File: src/rtl/pipeline_flow_ctrl_if.sv
// rtl/pipeline_flow_ctrl_if.sv - back-pressure, mispredict and stall/flush bundle
interface pipeline_flow_ctrl_if #(
  parameter int PC_WIDTH  = 16,
  parameter int CNT_WIDTH = 16
);
  logic                 rob_full;
  logic                 rs_al_full;
  logic                 rs_ls_full;
  logic                 sb_full;
  logic                 ext_stall;
  logic                 mispredict;
  logic [PC_WIDTH-1:0]  mispredict_pc;
  logic                 stall;
  logic                 flush;
  logic                 pc_redirect_en;
  logic [PC_WIDTH-1:0]  pc_redirect;
  logic [1:0]           fsm_state;
  logic [CNT_WIDTH-1:0] stall_cycles;

  // flow controller side
  modport master (
    input  rob_full, rs_al_full, rs_ls_full, sb_full, ext_stall,
    input  mispredict, mispredict_pc,
    output stall, flush, pc_redirect_en, pc_redirect, fsm_state, stall_cycles
  );

  // core / pipeline side
  modport slave (
    output rob_full, rs_al_full, rs_ls_full, sb_full, ext_stall,
    output mispredict, mispredict_pc,
    input  stall, flush, pc_redirect_en, pc_redirect, fsm_state, stall_cycles
  );
endinterface

File: src/rtl/pipeline_flow_ctrl.sv
// rtl/pipeline_flow_ctrl.sv - central stall/flush sequencer with PC redirect
module pipeline_flow_ctrl #(
  parameter int PC_WIDTH     = 16,
  parameter int FLUSH_CYCLES = 2,
  parameter int INIT_CYCLES  = 3,
  parameter int CNT_WIDTH    = 16
) (
  input  logic                 clk,
  input  logic                 reset,
  pipeline_flow_ctrl_if.master bus
);

  typedef enum logic [1:0] {
    ST_INIT  = 2'd0,
    ST_RUN   = 2'd1,
    ST_STALL = 2'd2,
    ST_FLUSH = 2'd3
  } state_t;

  state_t               state;
  logic [3:0]           init_cnt;
  logic [3:0]           flush_cnt;
  logic [PC_WIDTH-1:0]  redirect_pc;
  logic                 redirect_en;
  logic [CNT_WIDTH-1:0] stall_cnt;
  logic                 any_full;

  // Any downstream structure that cannot take a dispatch group holds the front end.
  assign any_full = bus.rob_full | bus.rs_al_full | bus.rs_ls_full |
                    bus.sb_full | bus.ext_stall;

  // Moore FSM: all outputs come from registered state, no input-to-output paths.
  always_ff @(posedge clk) begin
    if (reset) begin
      state       <= ST_INIT;
      init_cnt    <= 4'(INIT_CYCLES - 1);
      flush_cnt   <= 4'd0;
      redirect_pc <= '0;
      redirect_en <= 1'b0;
      stall_cnt   <= '0;
    end else begin
      redirect_en <= 1'b0;
      case (state)
        ST_INIT: begin
          // mispredicts are dropped here; the init flush squashes everything
          if (init_cnt == 4'd0) begin
            state <= ST_RUN;
          end else begin
            init_cnt <= init_cnt - 4'd1;
          end
        end
        ST_RUN: begin
          if (bus.mispredict) begin
            redirect_pc <= bus.mispredict_pc;
            redirect_en <= 1'b1;
            flush_cnt   <= 4'(FLUSH_CYCLES - 1);
            state       <= ST_FLUSH;
          end else if (any_full) begin
            state <= ST_STALL;
          end
        end
        ST_STALL: begin
          if (stall_cnt != '1) begin
            stall_cnt <= stall_cnt + 1'b1;
          end
          if (bus.mispredict) begin
            redirect_pc <= bus.mispredict_pc;
            redirect_en <= 1'b1;
            flush_cnt   <= 4'(FLUSH_CYCLES - 1);
            state       <= ST_FLUSH;
          end else if (!any_full) begin
            state <= ST_RUN;
          end
        end
        ST_FLUSH: begin
          // always return through RUN so a persisting full re-enters STALL cleanly
          if (flush_cnt == 4'd0) begin
            state <= ST_RUN;
          end else begin
            flush_cnt <= flush_cnt - 4'd1;
          end
        end
        default: begin
          state <= ST_RUN;
        end
      endcase
    end
  end

  assign bus.stall          = (state != ST_RUN);
  assign bus.flush          = (state == ST_INIT) || (state == ST_FLUSH);
  assign bus.pc_redirect_en = redirect_en;
  assign bus.pc_redirect    = redirect_pc;
  assign bus.fsm_state      = state;
  assign bus.stall_cycles   = stall_cnt;

endmodule

File: src/flat_wrapper.sv
// flat-port wrapper written by rule: the top's interface ports become plain ports
module pipeline_flow_ctrl_flat 
#(
  parameter int PC_WIDTH     = 16,
  parameter int FLUSH_CYCLES = 2,
  parameter int INIT_CYCLES  = 3,
  parameter int CNT_WIDTH    = 16
)
  (clk, reset, bus_rob_full, bus_rs_al_full, bus_rs_ls_full, bus_sb_full, bus_ext_stall, bus_mispredict, bus_mispredict_pc, bus_stall, bus_flush, bus_pc_redirect_en, bus_pc_redirect, bus_fsm_state, bus_stall_cycles);
  pipeline_flow_ctrl_if #(.PC_WIDTH(PC_WIDTH), .CNT_WIDTH(CNT_WIDTH)) bus_i ();
  input  logic clk;
  input  logic reset;
  input wire logic [$bits(bus_i.rob_full)-1:0] bus_rob_full;
  input wire logic [$bits(bus_i.rs_al_full)-1:0] bus_rs_al_full;
  input wire logic [$bits(bus_i.rs_ls_full)-1:0] bus_rs_ls_full;
  input wire logic [$bits(bus_i.sb_full)-1:0] bus_sb_full;
  input wire logic [$bits(bus_i.ext_stall)-1:0] bus_ext_stall;
  input wire logic [$bits(bus_i.mispredict)-1:0] bus_mispredict;
  input wire logic [$bits(bus_i.mispredict_pc)-1:0] bus_mispredict_pc;
  output wire logic [$bits(bus_i.stall)-1:0] bus_stall;
  output wire logic [$bits(bus_i.flush)-1:0] bus_flush;
  output wire logic [$bits(bus_i.pc_redirect_en)-1:0] bus_pc_redirect_en;
  output wire logic [$bits(bus_i.pc_redirect)-1:0] bus_pc_redirect;
  output wire logic [$bits(bus_i.fsm_state)-1:0] bus_fsm_state;
  output wire logic [$bits(bus_i.stall_cycles)-1:0] bus_stall_cycles;
  assign bus_i.rob_full = bus_rob_full;
  assign bus_i.rs_al_full = bus_rs_al_full;
  assign bus_i.rs_ls_full = bus_rs_ls_full;
  assign bus_i.sb_full = bus_sb_full;
  assign bus_i.ext_stall = bus_ext_stall;
  assign bus_i.mispredict = bus_mispredict;
  assign bus_i.mispredict_pc = bus_mispredict_pc;
  assign bus_stall = bus_i.stall;
  assign bus_flush = bus_i.flush;
  assign bus_pc_redirect_en = bus_i.pc_redirect_en;
  assign bus_pc_redirect = bus_i.pc_redirect;
  assign bus_fsm_state = bus_i.fsm_state;
  assign bus_stall_cycles = bus_i.stall_cycles;
  pipeline_flow_ctrl #(.PC_WIDTH(PC_WIDTH), .FLUSH_CYCLES(FLUSH_CYCLES), .INIT_CYCLES(INIT_CYCLES), .CNT_WIDTH(CNT_WIDTH)) u_core (.clk(clk), .reset(reset), .bus(bus_i));
endmodule
File: config.mk
export PLATFORM = sky130hd
export DESIGN_NAME = pipeline_flow_ctrl_flat
export DESIGN_NICKNAME = d
export VERILOG_FILES = /design/src/rtl/pipeline_flow_ctrl_if.sv /design/src/rtl/pipeline_flow_ctrl.sv /design/src/flat_wrapper.sv
export SDC_FILE = /design/constraint.sdc
export NUM_CORES = 1
export LEC_CHECK = 0
export CAP_MARGIN = 25
export CORE_MARGIN = 3
export CORE_UTILIZATION = 37
export DETAILED_ROUTE_END_ITERATION = 10
export DONT_BUFFER_PORTS = 1
export GPL_TIMING_DRIVEN = 0
export PLACE_DENSITY = 0.55
export SLEW_MARGIN = 30
export SYNTH_ARGS = -nofsm -noshare
export SYNTH_HDL_FRONTEND = slang
export SYNTH_SLANG_ARGS = --single-unit
export TNS_END_PERCENT = 10
File: constraint.sdc
create_clock -name clk -period 4.28 [get_ports clk]
set_input_delay 0.428 -clock clk [delete_from_list [all_inputs] [get_ports clk]]
set_output_delay 0.428 -clock clk [all_outputs]
set_load 0.02 [all_outputs]
==> run metrics <==
cells along the critical path=inv_1, ha_1, and2_1, clkbuf_1, clkbuf_1, nand2_1, a21oi_1; time the final worst path needs with I/O delays and setup=~2.0 ns; EDFF count, synth=0; Detail Route Antenna Nets=0; routability cong.=0.744; Fin Clk Skew=0.00653 ns; maximum fanout along the worst path=10; Synth warnings=0; Yosys top cell area share=0.418; ANT cells=0; launching element type of the critical path=register; largest net degree at the start of global routing=15; main flop type after synthesis=dfxtp_1; average size of a mapped cell=about 8.5 um^2; final wirelength=4.50 mm; worst hold margin=about 0.25 ns; clock root buffer=clkbuf_8; highest clock rate=0.488 GHz; top-level port count=between 60 and 70; Final Slew Violations=0; number of inserted filler cells in the final layout=536; number of buffers added by the clock tree synthesis step=5; maxcap violations=0; source of the worst register-to-register timing path=u_core.bus.fsm_state[1]; total power density per cell area=just over 500 nW/um^2; Slowest cell on crit path=dfxtp_1; number of antenna violations at the first check in global routing=0; count of input and output buffers=0; number of buffers inserted by post-CTS setup repair=0; reg2reg path depth=7; share of cells above drive strength 1=0.0843; CTS-repair resized insts=0; Setup TNS Final=0 ns; H-tree lvl count=2; sum of buffers and inverters on the critical path=3; first-pass GRT wire length=7.69 mm; area added between synthesis and finish=10.1%; RSZ-0062 raised after global routing=no; Critical Path RT=4.51 ns; nature of the critical path endpoint=register; number of placement rows=26; Chip Height=roughly 81 um; hold-fix buffer count after cts=0; synthesized netlist net count=around 270; data arrival at the endpoint of the critical path=roughly 2.3 ns; number of global-route vias before repair=about 1600; biggest area consumer among synthesized cells=dfxtp_1; Final setup violation count=0; fraction of the cycle the final worst path needs=0.479; clock tree from TritonCTS=built; delay of the slowest critical-path stage=between 0.5 and 0.6 ns; worst IR drop on VDD=between 0.2 and 0.25 mV; HPWL reported at the end of detailed placement=approximately 3.3 mm; Worst-path clk slew=roughly 0.090 ns; slew at the pin closest to its max-slew limit=roughly 0.52 ns; die width=about 81 um; area of the die=between 6000 and 7000 um^2; Setup Crit Path Kind=reg2reg; R2R Path End=u_core.bus.pc_redirect[7]; HP Class=in2reg; most frequent cells in the layout=43 x dfxtp_1, 39 x nand2_1, 27 x a21oi_1, 14 x nor2_1, 12 x inv_1; WL/cell=14.1 um; number of search-and-repair iterations in the first detailed-routing pass=4; top cells by area, synth=dfxtp_1 42%, nand2_1 7.1%, a21oi_1 6.6%; standby leakage power=roughly 0.80 nW; via count=around 1700; Hold Crit Depth=2; Worst Hold Path EP=u_core.bus.pc_redirect[11]; GRT Util Overall=0.151; total standard cell area after synthesis=slightly above 2000 um^2; initial standard-cell utilization of the core=0.393; worst-case register-to-register setup slack=2.23 ns; clk sink count=43; synth unique cells=48; sum of internal, switching and leakage power=around 1.2 mW; number of DRC violations after detailed-routing iteration 0=between 100 and 150; cell repeated most along the worst path=clkbuf_1; # DRC=0; number of endpoints with negative hold slack in the final report=0; Clk Latency, worst-skew pair=about 0.30 ns; startpoint of the most critical hold path=bus_mispredict_pc[11]; Max-Slew Margin vs Limit=0.652; core region area=about 5200 um^2; # nets final=280; most common cell after layout, fill and taps aside=dfxtp_1; Synth async-reset ratio=0; cell type group with the largest total delay on the critical path=buffers and inverters; status=completed; maximum clock insertion buffer count=2; total global routing overflow=0; cell count after synthesis=241; ratio of routed vias to standard cells=5.29; sequential cell area fraction in the yosys report=0.418; FF+latch count, synth=between 40 and 50
-- flip-flops by register name, indices dropped and copies added, names as in the netlist --
| register | count |
|---|---|
| u_core.init_cnt | 4 |
| u_core.bus.pc_redirect | 16 |
| u_core.flush_cnt | 4 |
| u_core.bus.pc_redirect_en | 1 |
| u_core.bus.stall_cycles | 16 |
| u_core.bus.fsm_state | 2 |
-- stage by stage --
stage / instance area (um^2) / worst slack (ns) / instances / util
final: 2270 / 2.23 / 319 / 0.433
after global placement: 2150 / 2.20 / 311 / 0.410
after CTS: 2270 / 2.19 / 319 / 0.433
after detailed placement: 2150 / 2.21 / 311 / 0.410
after global routing: 2270 / 1.96 / 319 / 0.433
after floorplan: 2060 / 2.46 / 241 / -
-- worst max-delay path by stage --
stage | depth (start not counted) | start | to
after global routing | 7 | u_core.bus.fsm_state[1] | u_core.bus.pc_redirect[7]
after global placement | 7 | u_core.bus.fsm_state[1] | u_core.bus.pc_redirect[12]
final | 7 | u_core.bus.fsm_state[1] | u_core.bus.pc_redirect[7]
after floorplan | 6 | u_core.bus.fsm_state[1] | u_core.bus.stall_cycles[9]
after CTS | 7 | u_core.bus.fsm_state[1] | u_core.bus.pc_redirect[7]
after detailed placement | 7 | u_core.bus.fsm_state[1] | u_core.bus.pc_redirect[7]
-- power breakdown --
group | total [mW] | switching, mW | internal [mW]
Sequential | 0.528 | 0.0764 | 0.451
Combinational | 0.296 | 0.178 | 0.119
Clock | 0.340 | 0.148 | 0.192
Total | 1.16 | 0.402 | 0.762
-- cells by family (layout without fill, tap and decap cells) --
logic type      after synthesis  in the layout  share of synthesized area
simple gates                106            106                      0.283
compound gates               55             55                      0.176
fa+ha+maj                     8              8                     0.0486
xor+xnor                      6              6                     0.0255
buf+inv                      22             30                     0.0437
flops                        43             43                      0.418
mux                           1              1                    0.00486
-- area by class of cell --
type                    count  area, um^2  area share
multi-input cells         176        1110       0.489
flip-flops and latches     43         861       0.379
well taps                  70        87.6      0.0386
clock buffers               6        82.6      0.0364
plain buffers              10        45.0      0.0199
inverters                  12        45.0      0.0199
clock inverters             2        38.8      0.0171
-- metal layers --
metal  GRT usage  vias up  wire (um)
met5           0        -          0
met4      0.0405        0         50
met3      0.0639        5        388
met2       0.242       45       1940
met1       0.185      768       2120
li1            -      869          -
-- cells in the mapped netlist, types with 2 or more instances --
library cell and number:
a211oi_1 2, a21oi_1 27, a31oi_1 3, and2_1 2
and3_1 3, clkbuf_1 9, dfxtp_1 43, ha_1 8
inv_1 12, nand2_1 39, nand2b_1 2, nand3_1 7
nand4_2 4, nand4b_1 2, nor2_1 14, nor2b_1 4
nor3_1 5, nor3b_1 3, nor4_1 2, o21a_1 2
o21ai_0 4, o21ai_1 2, o21bai_1 3, o31ai_1 4
or3_1 4, or3b_1 2, or4_1 4, xor2_1 5
No activity file was read; power rests on OpenSTA's default activity.
